File: config.mk
export PLATFORM = sky130hd
export DESIGN_NAME = field_ordering_check
export DESIGN_NICKNAME = d
export VERILOG_FILES = /design/src/rtl/field_ordering_check_pkg.sv /design/src/rtl/field_ordering_check_bitrev.sv /design/src/rtl/field_ordering_check.sv
export SDC_FILE = /design/constraint.sdc
export NUM_CORES = 1
export LEC_CHECK = 0
export CORE_UTILIZATION = 27
export CTS_CLUSTER_DIAMETER = 60
export DETAILED_ROUTE_END_ITERATION = 16
export PLACE_DENSITY = 0.6
export SLEW_MARGIN = 10
export SYNTH_ARGS = -nofsm -noshare
export SYNTH_HDL_FRONTEND = slang
export SYNTH_HIERARCHICAL = 1
export SYNTH_SLANG_ARGS = --single-unit
File: constraint.sdc
create_clock -name clk -period 3.6 [get_ports clk]
set_clock_uncertainty 0.1 [all_clocks]
set_input_delay 0.54 -clock clk [delete_from_list [all_inputs] [get_ports clk]]
set_output_delay 0.54 -clock clk [all_outputs]
set_load 0.01 [all_outputs]
File: src/rtl/field_ordering_check_pkg.sv
// field_ordering_check_pkg: shared defaults and FSM encoding for the field-ordering check
package field_ordering_check_pkg;
  localparam int M_DEF = 13;
  localparam int SIGMA2_DEF = 32;
  localparam int N_DEF = 6688;
  typedef enum logic [1:0] {IDLE, READ, DRAIN, DONE} state_t;
endpackage

File: src/rtl/field_ordering_check_bitrev.sv
// bitrev: combinational W-bit reversal (bit j -> bit W-1-j)
module bitrev #(
  parameter int W = 13
) (
  input  logic [W-1:0] d,
  output logic [W-1:0] q
);
  for (genvar i = 0; i < W; i++) begin : g_rev
    assign q[i] = d[W-1-i];
  end
endmodule

File: src/rtl/field_ordering_check.sv
// field_ordering_check: scans sorted words for adjacent duplicates and emits bit-reversed support
module field_ordering_check
  import field_ordering_check_pkg::*;
#(
  parameter int M = M_DEF,
  parameter int SIGMA2 = SIGMA2_DEF,
  parameter int N = N_DEF
) (
  input  logic              clk,
  input  logic              rst,
  input  logic              start,
  output logic              busy,
  output logic              done,
  output logic              fail,
  output logic              rd_en,
  output logic [M-1:0]      rd_addr,
  input  logic [SIGMA2-1:0] rand_din,
  input  logic [M-1:0]      index_din,
  output logic              sup_wr_en,
  output logic [M-1:0]      sup_wr_addr,
  output logic [M-1:0]      sup_dout
);
  localparam logic [M:0] NLIM = (M+1)'(N);
  state_t state, state_nx;
  logic last, vld, first_flag;
  logic [M-1:0] tag, rev;
  logic [SIGMA2-1:0] prev_word;
  assign last = rd_addr == '1;
  assign rd_en = state == READ;
  assign busy = state == READ || state == DRAIN;
  assign done = state == DONE;
  bitrev #(.W(M)) u_bitrev (.d(index_din), .q(rev));
  // DRAIN waits until the last read's data has been consumed by the pipeline stage
  always_comb begin
    state_nx = (state == IDLE && start) ? READ :
               (state == READ && last)  ? DRAIN :
               (state == DRAIN && !vld) ? DONE :
               (state == DONE)          ? IDLE : state;
  end
  always_ff @(posedge clk or posedge rst) begin
    if (rst) state <= IDLE;
    else state <= state_nx;
  end
  always_ff @(posedge clk or posedge rst) begin
    if (rst) begin
      rd_addr <= '0;
      vld <= 1'b0;
      tag <= '0;
      first_flag <= 1'b0;
      prev_word <= '0;
      fail <= 1'b0;
      sup_wr_en <= 1'b0;
      sup_wr_addr <= '0;
      sup_dout <= '0;
    end else begin
      rd_addr <= (rd_en && !last) ? rd_addr + 1'b1 : '0;
      vld <= rd_en;
      tag <= rd_addr;
      sup_wr_en <= vld && ({1'b0, tag} < NLIM);
      if (vld) begin
        sup_wr_addr <= tag;
        sup_dout <= rev;
        prev_word <= rand_din;
        first_flag <= 1'b0;
        fail <= fail | (!first_flag && rand_din == prev_word);
      end
      if (state == IDLE && start) begin
        fail <= 1'b0;
        first_flag <= 1'b1;
      end
    end
  end
endmodule

==> results of run 1 <==
[layout by cell type (no fill, tap or decap), drive strengths merged, types with 2 or more instances in the layout]
cell / synthesis / routed
a21oi: 2 / 2
and2: 3 / 3
and3: 9 / 9
buf: 17 / 3
bufinv: 0 / 2
clkbuf: 4 / 12
clkdlybuf4s50: 0 / 91
clkinv: 0 / 2
dfrtp: 90 / 90
ha: 5 / 5
inv: 5 / 5
mux2: 58 / 58
nand2: 9 / 9
nand3: 3 / 3
nand4: 9 / 9
nor2: 9 / 9
nor4: 2 / 2
o21ai: 2 / 2
xnor2: 35 / 35
xor2: 8 / 8
[power groups by stage]
stage               combinational [mW]  clock (mW)  sequential [mW]
CTS                              0.165        1.06             1.05
finish                           0.160        1.02             1.05
global route                     0.177        1.10             1.06
detailed placement               0.164           0             1.07
global placement                 0.163           0             1.07
floorplan                       0.0797           0             1.07
[critical path: stages (launching register included)]
cell and delay [ns]:
dfrtp_1 0.40, inv_1 0.11, ha_1 0.40, clkdlybuf4s50_1 0.62
[worst max-delay path by stage]
stage / cells after the start / slack (ns) / endpoint / start
final: 3 / 1.08 / rd_en / state[1]
after CTS: 3 / 1.05 / rd_en / state[1]
after detailed placement: 6 / 1.19 / fail / rand_din[8]
after global placement: 6 / 1.22 / fail / start
after floorplan: 1 / 0.62 / fail / rst
after global routing: 3 / 0.98 / rd_en / state[1]
[area by class of cell]
| class | instances | area share (%) |
|---|---|---|
| Clock buffer | 12 | 4.95 |
| Timing Repair Buffer | 94 | 18.2 |
| Tap cell | 180 | 4.34 |
| Multi-Input combinational cell | 160 | 27.2 |
| Inverter | 5 | 0.410 |
| Clock inverter | 4 | 1.42 |
| Sequential cell | 90 | 43.5 |
[per-stage QoR]
| stage | area [µm²] | power [mW] |
|---|---|---|
| 6_report | 5180 | 2.23 |
| 5_1_grt | 5180 | 2.33 |
| 4_1_cts | 5180 | 2.28 |
| 3_5_place_dp | 4850 | 1.24 |
| 3_3_place_gp | 4850 | 1.23 |
| 2_1_floorplan | 3820 | 1.15 |
[routing by layer]
layer  track usage (%)  wire length (µm)  up-vias  part of all wire (%)
met1              13.4              3340     1155                    44
li1                  -                 -     1104                     -
met3              3.15               326       12                   4.3
met4              6.48               176        0                   2.3
met2              18.1              3680       53                    49
met5                 0                 0        -                     0
[cells by family (layout without fill, tap and decap cells)]
logic type / count (synthesis) / in the layout / share of synthesized area (%)
simple gates: 47 / 47 / 7.08
xor+xnor: 43 / 43 / 9.87
mux: 58 / 58 / 17.1
buf+inv: 26 / 115 / 4.13
compound gates: 7 / 7 / 1.18
fa+ha+maj: 5 / 5 / 1.64
flops: 90 / 90 / 59.0
[registers in the layout (all words and copies together), names as in the netlist, 2 cells and up]
signal       count
rd_addr         13
sup_wr_addr     13
state            2
prev_word       32
tag             13
sup_dout        13
==> impl_metrics.env, run 1 <==
export IMPL_post_synth_top_count_cell="dfrtp_1"
export IMPL_clock_network_fraction_of_design_power_pct=45.6
export IMPL_die_outline_area_um2=14600
export IMPL_synth_largest_type_area_fraction_pct=59.0
export IMPL_p_leak_nw=2.16
export IMPL_multiInputGateArea_um2=1410
export IMPL_holdCritPathClass="reg -> reg"
export IMPL_post_route_min_period_ns=2.52
export IMPL_dp_cells=529
export IMPL_layout_area_seq_um2=2250
export IMPL_detailedPlacementHpwl_um=5310
export IMPL_drc_violations_left=0
export IMPL_finalWorstSetupSlack_ns=1.08
export IMPL_hold_end="tag[8]"
export IMPL_final_layout_size_suffix_gt1_share_pct=22.7
export IMPL_clock_sinks=90
export IMPL_synth_edff_count=0
export IMPL_clock_path_buffers=2
export IMPL_r2r_start="state[0]"
export IMPL_drt_total_wl_um=7520
export IMPL_finalHoldViolCount=0
export IMPL_route_detailed_wl_per_inst_um=13.8
export IMPL_ff2ff_path_depth=7
export IMPL_floorplan_rows=43
export IMPL_grt_first_pass_wirelength_um=12300
export IMPL_grt_ovfl_total=0
export IMPL_route_antenna_remaining_nets=0
export IMPL_final_max_slew_viol_count=0
export IMPL_cts_buffers=9
export IMPL_io_buffers=91
export IMPL_dominantRegCellSynth="dfrtp_1"
export IMPL_max_freq_mhz=397
export IMPL_critPathLaunchType="flop"
export IMPL_final_antenna_diode_count=0
export IMPL_initial_antenna_violation_count=0
export IMPL_pwr_share_comb_pct=7.2
export IMPL_p_sw_uw=446
export IMPL_finalSetupViolations=0
export IMPL_crit_path_kind="reg -> out"
export IMPL_mappedNetlistArea_um2=3820
export IMPL_sw_frac_of_total_pct=20.0
export IMPL_synthesis_nets=329
export IMPL_path_max_fanout=9
export IMPL_worst_pin_slew_ns=0.644
export IMPL_final_period_utilization_pct=70.1
export IMPL_worst_hold_startpoint="rd_addr[8]"
export IMPL_pwr_cell_area_nw_per_um2=430
export IMPL_unrepaired_setup_endpoints_after_global_routing="no"
export IMPL_cellInternalPower_mw=1.78
export IMPL_fill_cells=1310
export IMPL_r2r_setup_slack_ns=1.61
export IMPL_ys_warn_count=6
export IMPL_util_after_layout_pct=37.5
export IMPL_place_worst_setup_slack_ns=1.19
export IMPL_cap_viol_max_count=0
export IMPL_globalplace_congestion=0.701
export IMPL_num_vias=2324
export IMPL_synth_area_per_cell_um2=13.8
export IMPL_floorplan_initialDensity_pct=27.6
export IMPL_syn_inst=276
export IMPL_worst_hold_path_num_cells=0
export IMPL_clk_slew_on_worst_s_h_paths_ns=0.06
export IMPL_grt_pass1_vias=2438
export IMPL_top_post_synthesis_cells_by_area="dfrtp_1 (59%), mux2_2 (17%), xnor2_1 (8.0%), buf_4 (2.6%), xor2_1 (1.8%)"
export IMPL_critical_path_arrival_ns=1.88
export IMPL_totalNegativeSetupSlack_ns=0
export IMPL_timing_rr_end="fail"
export IMPL_power_frac_seq_pct=47.2
export IMPL_relSlewSlack_pct=57.1
export IMPL_clock_insertion_delay_worst_skew_ns=0.34
export IMPL_grt_util_all_layers_pct=11.2
export IMPL_detailed_router_iteration_count_before_antenna_repair=4
export IMPL_route_detailed_vias_per_inst=4.26
export IMPL_cts_resized=0
export IMPL_crit_required_ns=2.96
export IMPL_die_w_um=121
export IMPL_post_cts_hold_buffer_count=0
export IMPL_design_final_nets=413
export IMPL_flip_flop_and_latch_count_after_synthesis=90
export IMPL_postCtsSetupBuffers=0
export IMPL_io_pins=92
export IMPL_grt_max_degree=52
export IMPL_tightest_hold_margin_ns=0.349
export IMPL_seq_area_frac_synth_pct=59.0
export IMPL_htree_levels=3
export IMPL_syn_to_final_growth_pct=35.8
export IMPL_number_of_distinct_library_cells_after_synthesis=26
export IMPL_clock_tree_from_tritoncts="yes"
export IMPL_maximum_vdd_drop_mv=0.182
export IMPL_most_numerous_cell_types_in_the_synthesized_netlist="dfrtp_1 (90), mux2_2 (58), xnor2_1 (35)"
export IMPL_root_buffer="clkbuf_16"
export IMPL_async_reset_ff_share_pct=100
export IMPL_outcome="complete, no violations"
export IMPL_worstSetupEndpointType="primary output"
export IMPL_yosys_area_top_type="dfrtp_1"
export IMPL_dr_first_iter_drc_count=62
export IMPL_dieHeight_um=121
export IMPL_final_cell_count_no_fill=545
export IMPL_core_um2=13800
No activity file was read; power rests on OpenSTA's default activity.
==> run 2: changes to the inputs <==
- PLACE_DENSITY: 0.6 -> 0.61
- clock period: 3.6 -> 2.3 ns (I/O delays scaled with it)
==> impl_metrics.env, run 2 (synthesis gave the netlist of run 1 again) <==
export IMPL_dp_cells=532
export IMPL_final_antenna_diode_count=0
export IMPL_grt_util_all_layers_pct=11.2
export IMPL_critical_path_arrival_ns=1.66
export IMPL_clock_sinks=90
export IMPL_grt_first_pass_wirelength_um=12200
export IMPL_timing_rr_end="fail"
export IMPL_grt_pass1_vias=2475
export IMPL_num_vias=2355
export IMPL_finalHoldViolCount=0
export IMPL_post_cts_hold_buffer_count=0
export IMPL_cp_num_cells=3
export IMPL_worst_path_dominant_cell_family="buffers and inverters"
export IMPL_worstSetupEndpointType="primary output"
export IMPL_p_leak_nw=2.16
export IMPL_largest_register="prev_word"
export IMPL_worst_path_buffer_plus_inverter_count=2
export IMPL_unrepaired_setup_endpoints_after_global_routing="no"
export IMPL_final_max_slew_viol_count=0
export IMPL_syn_to_final_growth_pct=36.3
export IMPL_root_buffer="clkbuf_16"
export IMPL_dr_first_iter_drc_count=66
export IMPL_grt_ovfl_total=0
export IMPL_final_total_power_mw=3.50
export IMPL_launch_point_of_the_critical_path="state[0]"
export IMPL_cap_viol_max_count=0
export IMPL_place_worst_setup_slack_ns=0.177
export IMPL_initial_antenna_violation_count=0
export IMPL_dieHeight_um=121
export IMPL_totalNegativeSetupSlack_ns=0
export IMPL_route_antenna_remaining_nets=0
export IMPL_crit_required_ns=1.86
export IMPL_io_buffers=91
export IMPL_post_route_min_period_ns=2.11
export IMPL_htree_levels=3
export IMPL_drc_violations_left=0
export IMPL_clock_path_buffers=2
export IMPL_crit_slowest_cell="clkdlybuf4s50_1"
export IMPL_final_layout_size_suffix_gt1_share_pct=23.6
export IMPL_r2r_start="state[0]"
export IMPL_postCtsSetupBuffers=0
export IMPL_pwr_cell_area_nw_per_um2=672
export IMPL_max_freq_mhz=474
export IMPL_crit_path_cell_trace="inv_1 > ha_1 > clkdlybuf4s50_1"
export IMPL_maximum_vdd_drop_mv=0.307
export IMPL_largest_register_ff_count=32
export IMPL_floorplan_rows=43
export IMPL_ff2ff_path_depth=7
export IMPL_floorplan_initialDensity_pct=27.6
export IMPL_route_detailed_vias_per_inst=4.30
export IMPL_clock_insertion_delay_worst_skew_ns=0.34
export IMPL_relSlewSlack_pct=65.2
export IMPL_grt_max_degree=50
export IMPL_path_max_fanout=4
export IMPL_clock_tree_from_tritoncts="yes"
export IMPL_drt_total_wl_um=7380
export IMPL_worst_pin_slew_ns=0.522
export IMPL_finalWorstSetupSlack_ns=0.192
export IMPL_io_pins=92
export IMPL_tightest_hold_margin_ns=0.309
export IMPL_cpPeakStageDelay_ns=0.54
export IMPL_die_outline_area_um2=14600
export IMPL_detailedPlacementHpwl_um=5330
export IMPL_holdCritPathClass="in -> async"
export IMPL_design_final_nets=416
export IMPL_crit_path_kind="reg -> out"
export IMPL_clk_slew_on_worst_s_h_paths_ns=0.07
export IMPL_r2r_setup_slack_ns=0.37
export IMPL_most_common_cell_after_layout_fill_and_taps_aside="clkdlybuf4s50_1"
export IMPL_globalplace_congestion=0.722
export IMPL_outcome="complete, no violations"
export IMPL_cts_buffers=9
export IMPL_critPathLaunchType="flop"
export IMPL_final_cell_count_no_fill=548
export IMPL_crit_end="busy"
export IMPL_final_period_utilization_pct=91.6
export IMPL_cts_resized=0
export IMPL_detailed_router_iteration_count_before_antenna_repair=4
export IMPL_mostFrequentLayoutCells="clkdlybuf4s50_1 (91), dfrtp_1 (89), mux2_2 (58)"
export IMPL_core_um2=13800
export IMPL_die_w_um=121
export IMPL_finalSetupViolations=0
export IMPL_route_detailed_wl_per_inst_um=13.5
==> run 2: cell types whose count changed in the layout (fill, tap and decap cells not counted), sizes merged <==
cell | previous run | this run
clkinvlp | 0 | 3
clkbuf | 12 | 9
buf | 3 | 6
==> run 2: worst min path at each step <==
stage                      to  depth (start not counted)       start  slack (ns)
2_1_floorplan  sup_wr_addr[0]                          1      tag[0]        0.35
3_3_place_gp           tag[8]                          0  rd_addr[8]        0.35
3_5_place_dp           tag[1]                          0  rd_addr[1]        0.34
4_1_cts           sup_dout[5]                          3         rst        0.31
5_1_grt           sup_dout[5]                          3         rst        0.33
6_report          sup_dout[5]                          3         rst        0.31
==> run 2: tightest hold or removal path, stage by stage <==
cell	delay, ns
clkdlybuf4s50_1	0.44
clkinvlp_4	0.10
buf_12	0.24
==> run 2: layer usage <==
layer  part of all wire (%)  track usage, %
met2                     48            18.3
met3                    5.9            4.04
met1                     44            12.9
met5                      0               0
met4                    2.3            5.40
==> run 2: layout make-up <==
type                            instances  area [µm²]
Sequential cell                        90        2250
Inverter                                5        22.5
Fill cell                            1345        8620
Multi-Input combinational cell        160        1410
Tap cell                              180         225
Clock buffer                            9         225
Clock inverter                          7         101
Timing Repair Buffer                   97         968
==> run 2: where the power goes <==
group / internal (mW) / switching [mW]
combinational: 0.160 / 0.0926
sequential: 1.62 / 0.0238
clock: 0.959 / 0.637
total: 2.74 / 0.754
==> run 2: through the flow <==
stage | area (µm²) | util (%)
after floorplan | 3820 | -
after global placement | 4880 | 35.3
after detailed placement | 4880 | 35.3
after CTS | 5200 | 37.6
after global routing | 5200 | 37.6
final | 5200 | 37.6
==> patch, RTL diff (flow settings as in run 1) <==
The package constant `M_DEF` goes from 13 to 12.
--- a/src/rtl/field_ordering_check_pkg.sv
+++ b/src/rtl/field_ordering_check_pkg.sv
@@ -1,6 +1,6 @@
 // field_ordering_check_pkg: shared defaults and FSM encoding for the field-ordering check
 package field_ordering_check_pkg;
-  localparam int M_DEF = 13;
+  localparam int M_DEF = 12;
   localparam int SIGMA2_DEF = 32;
   localparam int N_DEF = 6688;
   typedef enum logic [1:0] {IDLE, READ, DRAIN, DONE} state_t;
Interface: changed (resized index_din, rd_addr, sup_dout and sup_wr_addr); port bits go from 92 to 88. The function was not compared with the original's and may differ.
==> patch against run 1 <==
Sequential cell count shrank 4; first-iteration DRC count shrank 23%; routed wire length shrank 7.9%; final area shrank 4.6%; critical path depth is the same; synthesized area shrank 5.0%; final cell count shrank 4.2%; setup slack gained 0.18 ns; total power shrank 3.4%; critical path type unchanged; critical endpoint unchanged; largest cell class unchanged.
==> patch: results (changes against run 1) <==
<table>
<tr><th>Metric</th><th>Value</th></tr>
<tr><th colspan="2">Cells and area</th></tr>
<tr><td>Number of inverters outside the clock class in the layout</td><td>7 (was 5)</td></tr>
<tr><td>Multi-input gate area in the final layout</td><td>1330 um^2 (was 1410 um^2)</td></tr>
<tr><td>Signal buffers</td><td>89 (was 94)</td></tr>
<tr><td>CLK BUF</td><td>10 (was 12)</td></tr>
<tr><td>Count of filler cells inserted in the layout</td><td>1258 (was 1310)</td></tr>
<tr><td>Share of layout cells above drive strength 1</td><td>0.226 (was 0.227)</td></tr>
<tr><td>Clock tree cell share of total cell area</td><td>0.0653 (was 0.0637)</td></tr>
<tr><td>Number of multi-input combinational cells in the layout</td><td>153 (was 160)</td></tr>
<tr><td>Final standard cell count with taps included and fillers excluded</td><td>522 (was 545)</td></tr>
<tr><td>Sequential portion of the cell area</td><td>0.435 (about the same)</td></tr>
<tr><th colspan="2">Critical path</th></tr>
<tr><td>Data arrival at the endpoint of the critical path</td><td>1.70 ns (was 1.88 ns)</td></tr>
<tr><td>Highest fanout seen on the critical path</td><td>4 (was 9)</td></tr>
<tr><td>Setup slack on the worst flop-to-flop path</td><td>1.66 ns (was 1.61 ns)</td></tr>
<tr><td>Startpoint of the worst register-to-register path</td><td>vld$_DFF_PP0_ (was state[0]$_DFFE_PP0P_)</td></tr>
<tr><td>Endpoint of the worst register-to-register path</td><td>state[1]$_DFFE_PP0P_ (was fail$_DFFE_PP0P_)</td></tr>
<tr><th colspan="2">Global route</th></tr>
<tr><td>First-pass GRT wire length</td><td>11900 um (was 12300 um)</td></tr>
<tr><td>Maximum number of pins on one net before global-route repair</td><td>49 (was 52)</td></tr>
<tr><th colspan="2">Die</th></tr>
<tr><td>Placement row count</td><td>41 (was 43)</td></tr>
<tr><th colspan="2">Power</th></tr>
<tr><td>Max IR drop VDD</td><td>222 uV (was 182 uV)</td></tr>
<tr><td>Net load switching power</td><td>439 uW (was 446 uW)</td></tr>
<tr><td>Leakage dissipation</td><td>2.06 nW (was 2.16 nW)</td></tr>
<tr><th colspan="2">Place</th></tr>
<tr><td>Placed wire-length estimate</td><td>4780 um (was 5310 um)</td></tr>
<tr><td>Worst Setup Slack post-DPL</td><td>1.25 ns (was 1.19 ns)</td></tr>
<tr><td>Cell area after placement</td><td>4620 um^2 (was 4850 um^2)</td></tr>
<tr><td>Count of buffers from port buffering</td><td>87 (was 91)</td></tr>
<tr><td>Placed insts</td><td>507 (was 529)</td></tr>
<tr><th colspan="2">Drt</th></tr>
<tr><td>Final wirelength</td><td>6920 um (was 7520 um)</td></tr>
<tr><td>Via total after detailed routing</td><td>2222 (was 2324)</td></tr>
<tr><th colspan="2">Run status</th></tr>
<tr><td>Status</td><td>finished, final reports clean (unchanged)</td></tr>
<tr><th colspan="2">Clocking</th></tr>
<tr><td># clock sinks</td><td>86 (was 90)</td></tr>
<tr><th colspan="2">Yosys</th></tr>
<tr><td>Post-synth top cells</td><td>86 x dfrtp_1, 56 x mux2_2, 31 x xnor2_1 (was 90 x dfrtp_1, 58 x mux2_2, 35 x xnor2_1)</td></tr>
</table>
-- patch: cell count changes in the layout (fill, tap and decap cells not counted), sizes merged, moves of 4 or more --
cell and delta:
and3 -7, xnor2 -4, clkdlybuf4s50 -4, nor2 +4, dfrtp -4
-- patch: cell families (layout without fill, tap and decap cells) --
group	after synthesis	in the layout	synth area share
multiplexers	56	56	0.174
AO/OA/AOI/OAI	8	8	0.0141
adder cells (fa/ha/maj)	5	5	0.0172
XOR/XNOR	41	41	0.0990
flip-flops	86	86	0.593
AND/OR/NAND/NOR	43	43	0.0621
buffers and inverters	25	111	0.0404
-- patch: worst min-delay path by stage --
stage                          endpoint  slack, ns                 start
floorplan           sup_wr_en$_DFF_PP0_       0.32         vld$_DFF_PP0_
global placement       tag[4]$_DFF_PP0_       0.33  rd_addr[4]$_DFF_PP0_
detailed placement     tag[4]$_DFF_PP0_       0.33  rd_addr[4]$_DFF_PP0_
CTS                    tag[4]$_DFF_PP0_       0.34  rd_addr[4]$_DFF_PP0_
global route           tag[4]$_DFF_PP0_       0.35  rd_addr[4]$_DFF_PP0_
finish                 tag[4]$_DFF_PP0_       0.35  rd_addr[4]$_DFF_PP0_
-- patch: through the flow --
stage / hold WS (ns) / util / power [mW]
6_report: 0.346 / 0.384 / 2.15
5_1_grt: 0.353 / 0.384 / 2.24
4_1_cts: 0.343 / 0.384 / 2.19
3_5_place_dp: 0.334 / 0.359 / 1.18
3_3_place_gp: 0.327 / 0.359 / 1.18
2_1_floorplan: 0.318 / - / 1.10
-- patch: layer usage --
layer | track usage | wire, um
met4 | 0.0489 | 136
met1 | 0.131 | 3050
met5 | 0 | 0
met3 | 0.0392 | 399
met2 | 0.174 | 3340
